===== src/rtl/notch_sample_feeder.sv =====
// ADC front end for the notch filter: once per sample period it reads one serial
// two's-complement word, hands it to the filter with a sample strobe, then waits for filter_done.
module notch_sample_feeder #(
  parameter int DATA_SIZE   = 24,
  parameter int SAMPLE_DIV  = 2500,
  parameter int SCLK_HALF   = 4,
  parameter int CONV_CYCLES = 20
) (
  input  logic                 clk,
  input  logic                 reset,
  output logic                 adc_cs_n,
  output logic                 adc_sclk,
  input  logic                 adc_sdata,
  output logic [DATA_SIZE-1:0] filt_data,
  output logic                 sample,
  input  logic                 filter_done,
  output logic                 busy,
  output logic                 overrun,
  input  logic                 clr_overrun
);

  localparam int PER_W  = $clog2(SAMPLE_DIV);
  localparam int PH_MAX = (CONV_CYCLES > 2 * SCLK_HALF) ? CONV_CYCLES : 2 * SCLK_HALF;
  localparam int PH_W   = $clog2(PH_MAX + 1);
  localparam int BIT_W  = $clog2(DATA_SIZE + 1);

  localparam logic [PER_W-1:0] PER_LAST  = PER_W'(SAMPLE_DIV - 1);
  localparam logic [PH_W-1:0]  CONV_LAST = PH_W'(CONV_CYCLES - 1);
  localparam logic [PH_W-1:0]  SLOT_LAST = PH_W'(2 * SCLK_HALF - 1);
  localparam logic [PH_W-1:0]  HALF_LAST = PH_W'(SCLK_HALF - 1);
  localparam logic [PH_W-1:0]  HALF     = PH_W'(SCLK_HALF);
  localparam logic [BIT_W-1:0] BIT_LAST  = BIT_W'(DATA_SIZE - 1);

  localparam logic [2:0] IDLE      = 3'd0;
  localparam logic [2:0] CONV      = 3'd1;
  localparam logic [2:0] SHIFT     = 3'd2;
  localparam logic [2:0] LOAD      = 3'd3;
  localparam logic [2:0] WAIT_DONE = 3'd4;

  logic [PER_W-1:0]     per_cnt_r;
  logic                 tick_s;
  logic [2:0]           state_r, state_nx_s;
  logic [PH_W-1:0]      phase_r, phase_nx_s;
  logic [BIT_W-1:0]     bit_r, bit_nx_s;
  logic [DATA_SIZE-1:0] shift_r, shift_nx_s;
  logic                 overrun_nx_s;
  logic                 adc_cs_n_r, adc_sclk_r, sample_r, busy_r, overrun_r;
  logic [DATA_SIZE-1:0] filt_data_r;

  assign tick_s = (per_cnt_r == PER_LAST);

  // Free-running sample-period counter; it never stalls on FSM activity.
  always_ff @(posedge clk or negedge reset) begin
    if (!reset) begin
      per_cnt_r <= {PER_W{1'b0}};
    end else if (tick_s) begin
      per_cnt_r <= {PER_W{1'b0}};
    end else begin
      per_cnt_r <= per_cnt_r + PER_W'(1);
    end
  end

  // Next-state logic; phase_r counts CONV cycles, then clk cycles within each sclk slot.
  always_comb begin
    state_nx_s = state_r;
    phase_nx_s = phase_r;
    bit_nx_s   = bit_r;
    shift_nx_s = shift_r;
    case (state_r)
      IDLE: begin
        if (tick_s) begin
          state_nx_s = CONV;
          phase_nx_s = {PH_W{1'b0}};
        end else begin
          state_nx_s = IDLE;
        end
      end
      CONV: begin
        if (phase_r == CONV_LAST) begin
          state_nx_s = SHIFT;
          phase_nx_s = {PH_W{1'b0}};
          bit_nx_s   = {BIT_W{1'b0}};
        end else begin
          phase_nx_s = phase_r + PH_W'(1);
        end
      end
      SHIFT: begin
        if (phase_r == SLOT_LAST) begin
          phase_nx_s = {PH_W{1'b0}};
          if (bit_r == BIT_LAST) begin
            state_nx_s = LOAD;
          end else begin
            bit_nx_s = bit_r + BIT_W'(1);
          end
        end else begin
          phase_nx_s = phase_r + PH_W'(1);
          // capture on the edge where sclk rises
          if (phase_r == HALF_LAST) begin
            shift_nx_s = {shift_r[DATA_SIZE-2:0], adc_sdata};
          end else begin
            shift_nx_s = shift_r;
          end
        end
      end
      LOAD: begin
        state_nx_s = WAIT_DONE;
      end
      WAIT_DONE: begin
        if (filter_done) begin
          state_nx_s = IDLE;
        end else begin
          state_nx_s = WAIT_DONE;
        end
      end
      default: begin
        state_nx_s = IDLE;
      end
    endcase
  end

  // Overrun: a tick outside IDLE sets it; set beats a simultaneous clear.
  always_comb begin
    overrun_nx_s = overrun_r;
    if (tick_s && (state_r != IDLE)) begin
      overrun_nx_s = 1'b1;
    end else if (clr_overrun) begin
      overrun_nx_s = 1'b0;
    end else begin
      overrun_nx_s = overrun_r;
    end
  end

  // State registers and registered outputs, all decoded from the next state.
  always_ff @(posedge clk or negedge reset) begin
    if (!reset) begin
      state_r     <= IDLE;
      phase_r     <= {PH_W{1'b0}};
      bit_r       <= {BIT_W{1'b0}};
      shift_r     <= {DATA_SIZE{1'b0}};
      adc_cs_n_r  <= 1'b1;
      adc_sclk_r  <= 1'b0;
      sample_r    <= 1'b0;
      busy_r      <= 1'b0;
      overrun_r   <= 1'b0;
      filt_data_r <= {DATA_SIZE{1'b0}};
    end else begin
      state_r    <= state_nx_s;
      phase_r    <= phase_nx_s;
      bit_r      <= bit_nx_s;
      shift_r    <= shift_nx_s;
      adc_cs_n_r <= !((state_nx_s == CONV) || (state_nx_s == SHIFT));
      adc_sclk_r <= (state_nx_s == SHIFT) && (phase_nx_s >= HALF);
      sample_r   <= (state_nx_s == LOAD);
      busy_r     <= (state_nx_s != IDLE);
      overrun_r  <= overrun_nx_s;
      if (state_nx_s == LOAD) begin
        filt_data_r <= shift_nx_s;
      end else begin
        filt_data_r <= filt_data_r;
      end
    end
  end

  assign adc_cs_n  = adc_cs_n_r;
  assign adc_sclk  = adc_sclk_r;
  assign sample    = sample_r;
  assign busy      = busy_r;
  assign overrun   = overrun_r;
  assign filt_data = filt_data_r;

endmodule

===== config.mk =====
export PLATFORM = sky130hd
export DESIGN_NAME = notch_sample_feeder
export DESIGN_NICKNAME = d
export VERILOG_FILES = /design/src/rtl/notch_sample_feeder.sv
export SDC_FILE = /design/constraint.sdc
export NUM_CORES = 1
export LEC_CHECK = 0
export CORE_MARGIN = 2
export CORE_UTILIZATION = 35
export CTS_BUF_LIST = sky130_fd_sc_hd__clkbuf_8
export DETAILED_ROUTE_END_ITERATION = 10
export PLACE_DENSITY = 0.61
export SLEW_MARGIN = 20
export SYNTH_ARGS = -nofsm -noshare
export SYNTH_HDL_FRONTEND = slang
export SYNTH_SLANG_ARGS = --single-unit
export TNS_END_PERCENT = 10

===== constraint.sdc =====
create_clock -name clk -period 3.27 [get_ports clk]
set_input_delay 0.654 -clock clk [delete_from_list [all_inputs] [get_ports clk]]
set_output_delay 0.654 -clock clk [all_outputs]
set_load 0.02 [all_outputs]

==> results of run 1 <==
[cell type report]
class	instances	area (sq um)
clock buffer	10	138
clock inverter	6	67.6
fill	885	5320
inverter	5	18.8
multi-input combinational	159	1330
sequential	78	1950
tap	129	161
timing repair buffer	34	335
[flip-flops by register name (all words and copies together) (netlist names)]
name	cells
adc_cs_n	1
adc_sclk	1
bit_r	5
busy	1
filt_data	24
overrun	1
per_cnt_r	12
phase_r	5
sample	1
shift_r	24
state_r	3
[cells in the final DEF, fill, tap and decap left out, drive strengths merged, types with 6 or more instances in the layout]
master and count:
nand3 9, nand2 14, clkbuf 10, clkdlybuf4s50 32, dfrtp 77, mux2 50, nor2 12, inv 7
xnor2 7, xor2 6
[where the power goes]
group / switching (mW) / total (mW) / internal (mW)
Combinational: 0.0183 / 0.0226 / 0.00429
Clock: 0.356 / 0.733 / 0.377
Sequential: 0.000404 / 0.965 / 0.964
Total: 0.375 / 1.72 / 1.35
[worst max-delay path: cells and delay by family, from the launching register on]
kind / cells / cell delay (ns)
multiplexers: 1 / 0.37
flip-flops: 1 / 0.41
adder cells (fa/ha/maj): 1 / 0.35
AO/OA/AOI/OAI: 1 / 0.26
AND/OR/NAND/NOR: 2 / 0.65
[cell families (layout without fill, tap and decap cells)]
logic type | after synthesis | in the layout | share of synthesized area
compound gates | 22 | 22 | 0.0420
xor+xnor | 13 | 13 | 0.0335
fa+ha+maj | 3 | 3 | 0.0111
buf+inv | 18 | 55 | 0.0321
flops | 78 | 78 | 0.575
mux | 52 | 52 | 0.191
simple gates | 69 | 69 | 0.115
[through the flow]
| step | cell area [sq um] | setup WS (ns) | std cells |
|---|---|---|---|
| 6_report | 4010 | 1.12 | 421 |
| 5_1_grt | 4010 | 0.900 | 421 |
| 2_1_floorplan | 3390 | 1.28 | 255 |
| 3_3_place_gp | 3800 | 1.18 | 405 |
| 4_1_cts | 4010 | 1.12 | 421 |
| 3_5_place_dp | 3800 | 1.14 | 405 |
[worst paths after layout]
kind | startpoint | endpoint | cells after the start
min reg2reg | per_cnt_r[0]$_DFF_PN0_ | per_cnt_r[0]$_DFF_PN0_ | 1
min in group clk | per_cnt_r[0]$_DFF_PN0_ | per_cnt_r[0]$_DFF_PN0_ | 1
max | phase_r[0]$_DFF_PN0_ | bit_r[1]$_DFFE_PN0P_ | 5
max reg2reg | phase_r[0]$_DFF_PN0_ | bit_r[1]$_DFFE_PN0P_ | 5
min | reset | filt_data[18]$_DFFE_PN0P_ | 1
max in group asynchronous | reset | per_cnt_r[7]$_DFF_PN0_ | 1
[metal layers]
metal | share of wire | routed length, microns
met1 | 0.50 | 2810
met2 | 0.46 | 2600
met3 | 0.029 | 166
met4 | 0.016 | 90
met5 | 0 | 0
==> metrics.md, run 1 <==
| Metric | Value |
|---|---|
| Area growth syn-to-layout | `18.0%` |
| Delay of the slowest critical-path stage | `0.45 ns` |
| Ant. Diodes | `0` |
| Starting DRT DRC Count | `53` |
| Worst Tran Pin Value | `0.939 ns` |
| Fin. Hold Viols | `0` |
| First-pass GRT wire length | `9910 microns` |
| Total chip power | `1.72 mW` |
| Max Slew Vio Count | `0` |
| Internal reg-to-reg setup slack | `1.12 ns` |
| Avg Cell Area, Syn | `13.3 sq um` |
| Finished Core Util | `0.430` |
| Dpl hpwl | `3710 microns` |
| Die height | `102 microns` |
| Cts hold-fix bufs | `0` |
| Main flop type after synthesis | `dfrtp_1` |
| Clock root buffer | `clkbuf_8` |
| Io pins | `34` |
| Synthesized instance count | `255` |
| Final Skew | `0.00889 ns` |
| Final period util | `0.657` |
| Clk_lat worst skew | `0.35 ns` |
| Post-synth top area cell | `dfrtp_1` |
| Crit path DAT | `2.38 ns` |
| CTS clk-pin slew, worst paths | `0.08 ns` |
| Total die area | `10500 sq um` |
| Routed Antenna Nets | `0` |
| Post-synthesis sequential element count | `78` |
| Top-count cell post-synth | `dfrtp_1` |
| Synthesized net count | `263` |
| Max-cap viol count | `0` |
| Unrepaired setup endpoints after global routing | `no` |
| Largest net degree at the start of global routing | `79` |
| GR Util met2 | `0.175` |
| Status | `completed` |
| Synth area leaders | `dfrtp_1 57%, mux2_2 11%, mux2_4 7.5%` |
| H-tree level count | `3` |
| Fmax | `465 MHz` |
| Leak Pwr | `1.94 nW` |
| Pre-antenna DRT Iters | `4` |
| Core area | `9330 sq um` |
| Starting Density | `0.364` |
| Hold Path Class | `in -> async` |
| CTS resizes | `0` |
| Vias in the first global route | `1972` |
| Post-Synthesis Cell Area | `3390 sq um` |
| Layout Nets | `295` |
| Number of synthesized flops with an enable pin | `0` |
| Post-route DRC | `0` |
| Crit start category | `flop` |
| Max-slew headroom | `0.374` |
| Max VDD drop | `196 uV` |
| Netlist cell types | `48` |
| M1 GR Usage | `0.174` |
| GR Util All Layers | `0.122` |
| Routability cong. | `0.845` |
| Pwr dens | `429 nW/um^2` |
| Final Setup Violations | `0` |
| Min Hold Slack | `0.454 ns` |
| Critical setup path kind | `reg -> reg` |
| Setup TNS Final | `0 ns` |
| Met3 Use GR | `0.0376` |
| Chip width | `102 microns` |
| Critical Path Sink Type | `flop` |
| WL final | `5670 microns` |
| Fraction of registers with async set/reset | `1.00` |
| Total global routing overflow | `0` |
| Layout cells sized above 1 | `0.250` |
| Seq/Total Area, Yosys | `0.575` |
| Commonest cells post-synth | `77 x dfrtp_1, 33 x mux2_2, 17 x mux2_4` |
| Port Buffer Count | `33` |
| Vias after detailed routing | `2012` |
| Worst path required time | `3.50 ns` |
| Postcts setup bufs | `0` |
| TritonCTS clock tree | `done` |
| Yosys top cell area share | `0.568` |
| DR WL/cell | `13.5 microns` |
| Yosys warning count | `0` |
| Crit-path slowest cell | `nor4bb_1` |
| CP Cell Sequence | `ha_1 -> nor4bb_1 -> nand3_1 -> a21oi_1 -> mux2_2` |
| # rows | `35` |
| Initial antenna violation count | `0` |
| Tmin final | `2.15 ns` |
| Vias per cell | `4.78` |
| Number of buffers on the longest clock path | `2` |
| CTS buffer count | `9` |
| Clk sinks | `78` |
| Global routing's busiest layer | `met2` |
| Worst-path fanout max | `9` |
Note: power is estimated with default switching activity, not from simulation.
==> run 2: changes to the inputs <==
- PLACE_DENSITY: 0.61 -> 0.63
- clock period: 3.27 -> 1.85 ns (I/O delays scaled with it)
==> metrics.md, run 2 (same netlist as run 1, synthesis figures left out) <==
| Metric | Value |
|---|---|
| Commonest non-fill, non-tap cells in the layout | `77 x dfrtp_1, 33 x mux2_2, 31 x clkdlybuf4s50_1` |
| Layout Nets | `325` |
| Post-route DRC | `0` |
| Critical setup path kind | `reg -> reg` |
| Max-slew headroom | `0.666` |
| Total chip power | `3.02 mW` |
| Max Slew Vio Count | `0` |
| Pre-antenna DRT Iters | `4` |
| Clock root buffer | `clkbuf_8` |
| First-pass GRT wire length | `10200 microns` |
| Internal reg-to-reg setup slack | `0.04 ns` |
| Clk_lat worst skew | `0.35 ns` |
| Vias per cell | `4.72` |
| Worst-path fanout max | `27` |
| Commonest non-fill, non-tap cell in the layout | `dfrtp_1` |
| Die height | `102 microns` |
| Delay of the slowest critical-path stage | `0.44 ns` |
| Unrepaired setup endpoints after global routing | `yes` |
| Worst Reg-to-Reg Cells | `4` |
| TritonCTS clock tree | `done` |
| Crit start category | `flop` |
| Critical Path Sink Type | `flop` |
| Launching point of the worst reg2reg path | `state_r[1]$_DFF_PN0_` |
| Vias after detailed routing | `2129` |
| Worst path required time | `2.08 ns` |
| Max-cap viol count | `0` |
| Min Hold Slack | `0.514 ns` |
| Leak Pwr | `2.09 nW` |
| Starting DRT DRC Count | `63` |
| Fmax | `553 MHz` |
| Core area | `9330 sq um` |
| Number of buffers on the longest clock path | `2` |
| Dpl hpwl | `4110 microns` |
| Routed Antenna Nets | `0` |
| Total die area | `10500 sq um` |
| Pwr dens | `701 nW/um^2` |
| CTS buffer count | `9` |
| # rows | `35` |
| DR WL/cell | `13.4 microns` |
| R2r endpoint | `filt_data[23]$_DFFE_PN0P_` |
| Vias in the first global route | `2145` |
| Max VDD drop | `483 uV` |
| CTS clk-pin slew, worst paths | `0.08 ns` |
| Fin. Hold Viols | `0` |
| Area growth syn-to-layout | `27.0%` |
| H-tree level count | `3` |
| Layout cells sized above 1 | `0.335` |
| Total global routing overflow | `0` |
| GR Util All Layers | `0.127` |
| Critical Path End | `filt_data[23]$_DFFE_PN0P_` |
| Routability cong. | `0.774` |
| Crit-path slowest cell | `dfrtp_1` |
| Fillers | `852` |
| Starting Density | `0.364` |
| Largest net degree at the start of global routing | `40` |
| Port Buffer Count | `33` |
| Tmin final | `1.81 ns` |
| Chip width | `102 microns` |
| Status | `completed` |
| Final Skew | `0.0132 ns` |
| Io pins | `34` |
| Worst Tran Pin Value | `0.500 ns` |
| CP Cell Sequence | `or3b_1 -> or3_4 -> buf_12 -> mux2_4` |
| Final Setup Violations | `0` |
| Crit path DAT | `2.04 ns` |
| Worst setup path startpoint | `state_r[1]$_DFF_PN0_` |
| Clk sinks | `78` |
| Ant. Diodes | `0` |
| Final period util | `0.977` |
| Initial antenna violation count | `0` |
| Hold Path Class | `reg -> reg` |
| WL final | `6060 microns` |
==> run 2: changes by cell type in the layout (fill, tap and decap cells not counted), moves of 2 or more <==
cell / change
ha_1: -2
buf_4: +25
nor4b_2: +2
ha_2: +2
buf_12: +3
nor4b_1: -2
==> run 2: layout make-up <==
cell class              instances  area, sq um  share of cell area
flip-flops and latches         78         1950               0.453
multi-input cells             159         1370               0.319
repair buffers                 64          607               0.141
well taps                     129          161              0.0374
clock buffers                   9          124              0.0287
clock inverters                 7         73.8              0.0171
inverters                       5         18.8             0.00435
==> run 2: routing by layer <==
metal	track usage	vias to the layer above	part of all wire
met5	0	-	0
met4	0.0523	0	0.011
met3	0.0383	6	0.034
met2	0.193	36	0.48
met1	0.171	1052	0.47
li1	-	1035	-
==> run 2: how the worst min path moves through the flow <==
stage / start / endpoint / cells after the start
2_1_floorplan: reset / adc_sclk$_DFF_PN0_ / 0
3_3_place_gp: reset / filt_data[17]$_DFFE_PN0P_ / 1
3_5_place_dp: reset / filt_data[18]$_DFFE_PN0P_ / 1
4_1_cts: shift_r[23]$_DFF_PN0_ / filt_data[23]$_DFFE_PN0P_ / 1
5_1_grt: shift_r[23]$_DFF_PN0_ / filt_data[23]$_DFFE_PN0P_ / 1
6_report: filt_data[19]$_DFFE_PN0P_ / filt_data[19]$_DFFE_PN0P_ / 1
==> run 2: worst max-delay path: cells and delay by family (launching register included) <==
family	cells	cell delay, ns
buffers and inverters	1	0.19
flip-flops	1	0.44
multiplexers	1	0.31
AND/OR/NAND/NOR	2	0.75
==> run 2: timing repair <==
action                                 in CTS  in global routing
gates resized for setup                     2                  9
setup endpoints to repair                   2                 56
hold buffers                                1                  0
endpoints found under the hold margin      27                  0
pin swaps                                   0                  3
setup buffers                               0                  2
==> run 2: where the power goes <==
group          internal (mW)  switching [mW]  leakage [nW]
Sequential              1.70         0.00100          1.07
Combinational         0.0147          0.0343         0.930
Clock                  0.627           0.642        0.0937
Total                   2.35           0.677          2.09
==> run 2: through the flow <==
| stage | worst slack (ns) | utilization | instances | setup TNS, ns | instance area [sq um] |
|---|---|---|---|---|---|
| 2_1_floorplan | -0.0815 | - | 255 | -2.33 | 3410 |
| 3_3_place_gp | -0.0167 | 0.433 | 432 | -0.0331 | 4040 |
| 3_5_place_dp | -0.0395 | 0.433 | 432 | -0.0717 | 4040 |
| 4_1_cts | 0.00258 | 0.457 | 449 | 0 | 4260 |
| 5_1_grt | -0.0410 | 0.462 | 451 | -0.343 | 4310 |
| 6_report | 0.0427 | 0.462 | 451 | 0 | 4310 |
==> run 3: changes to the inputs <==
- CTS_CLUSTER_SIZE: unset -> 20
==> results of run 3 <==
No change in the layout: final DEF, timing and power equal those of run 2.
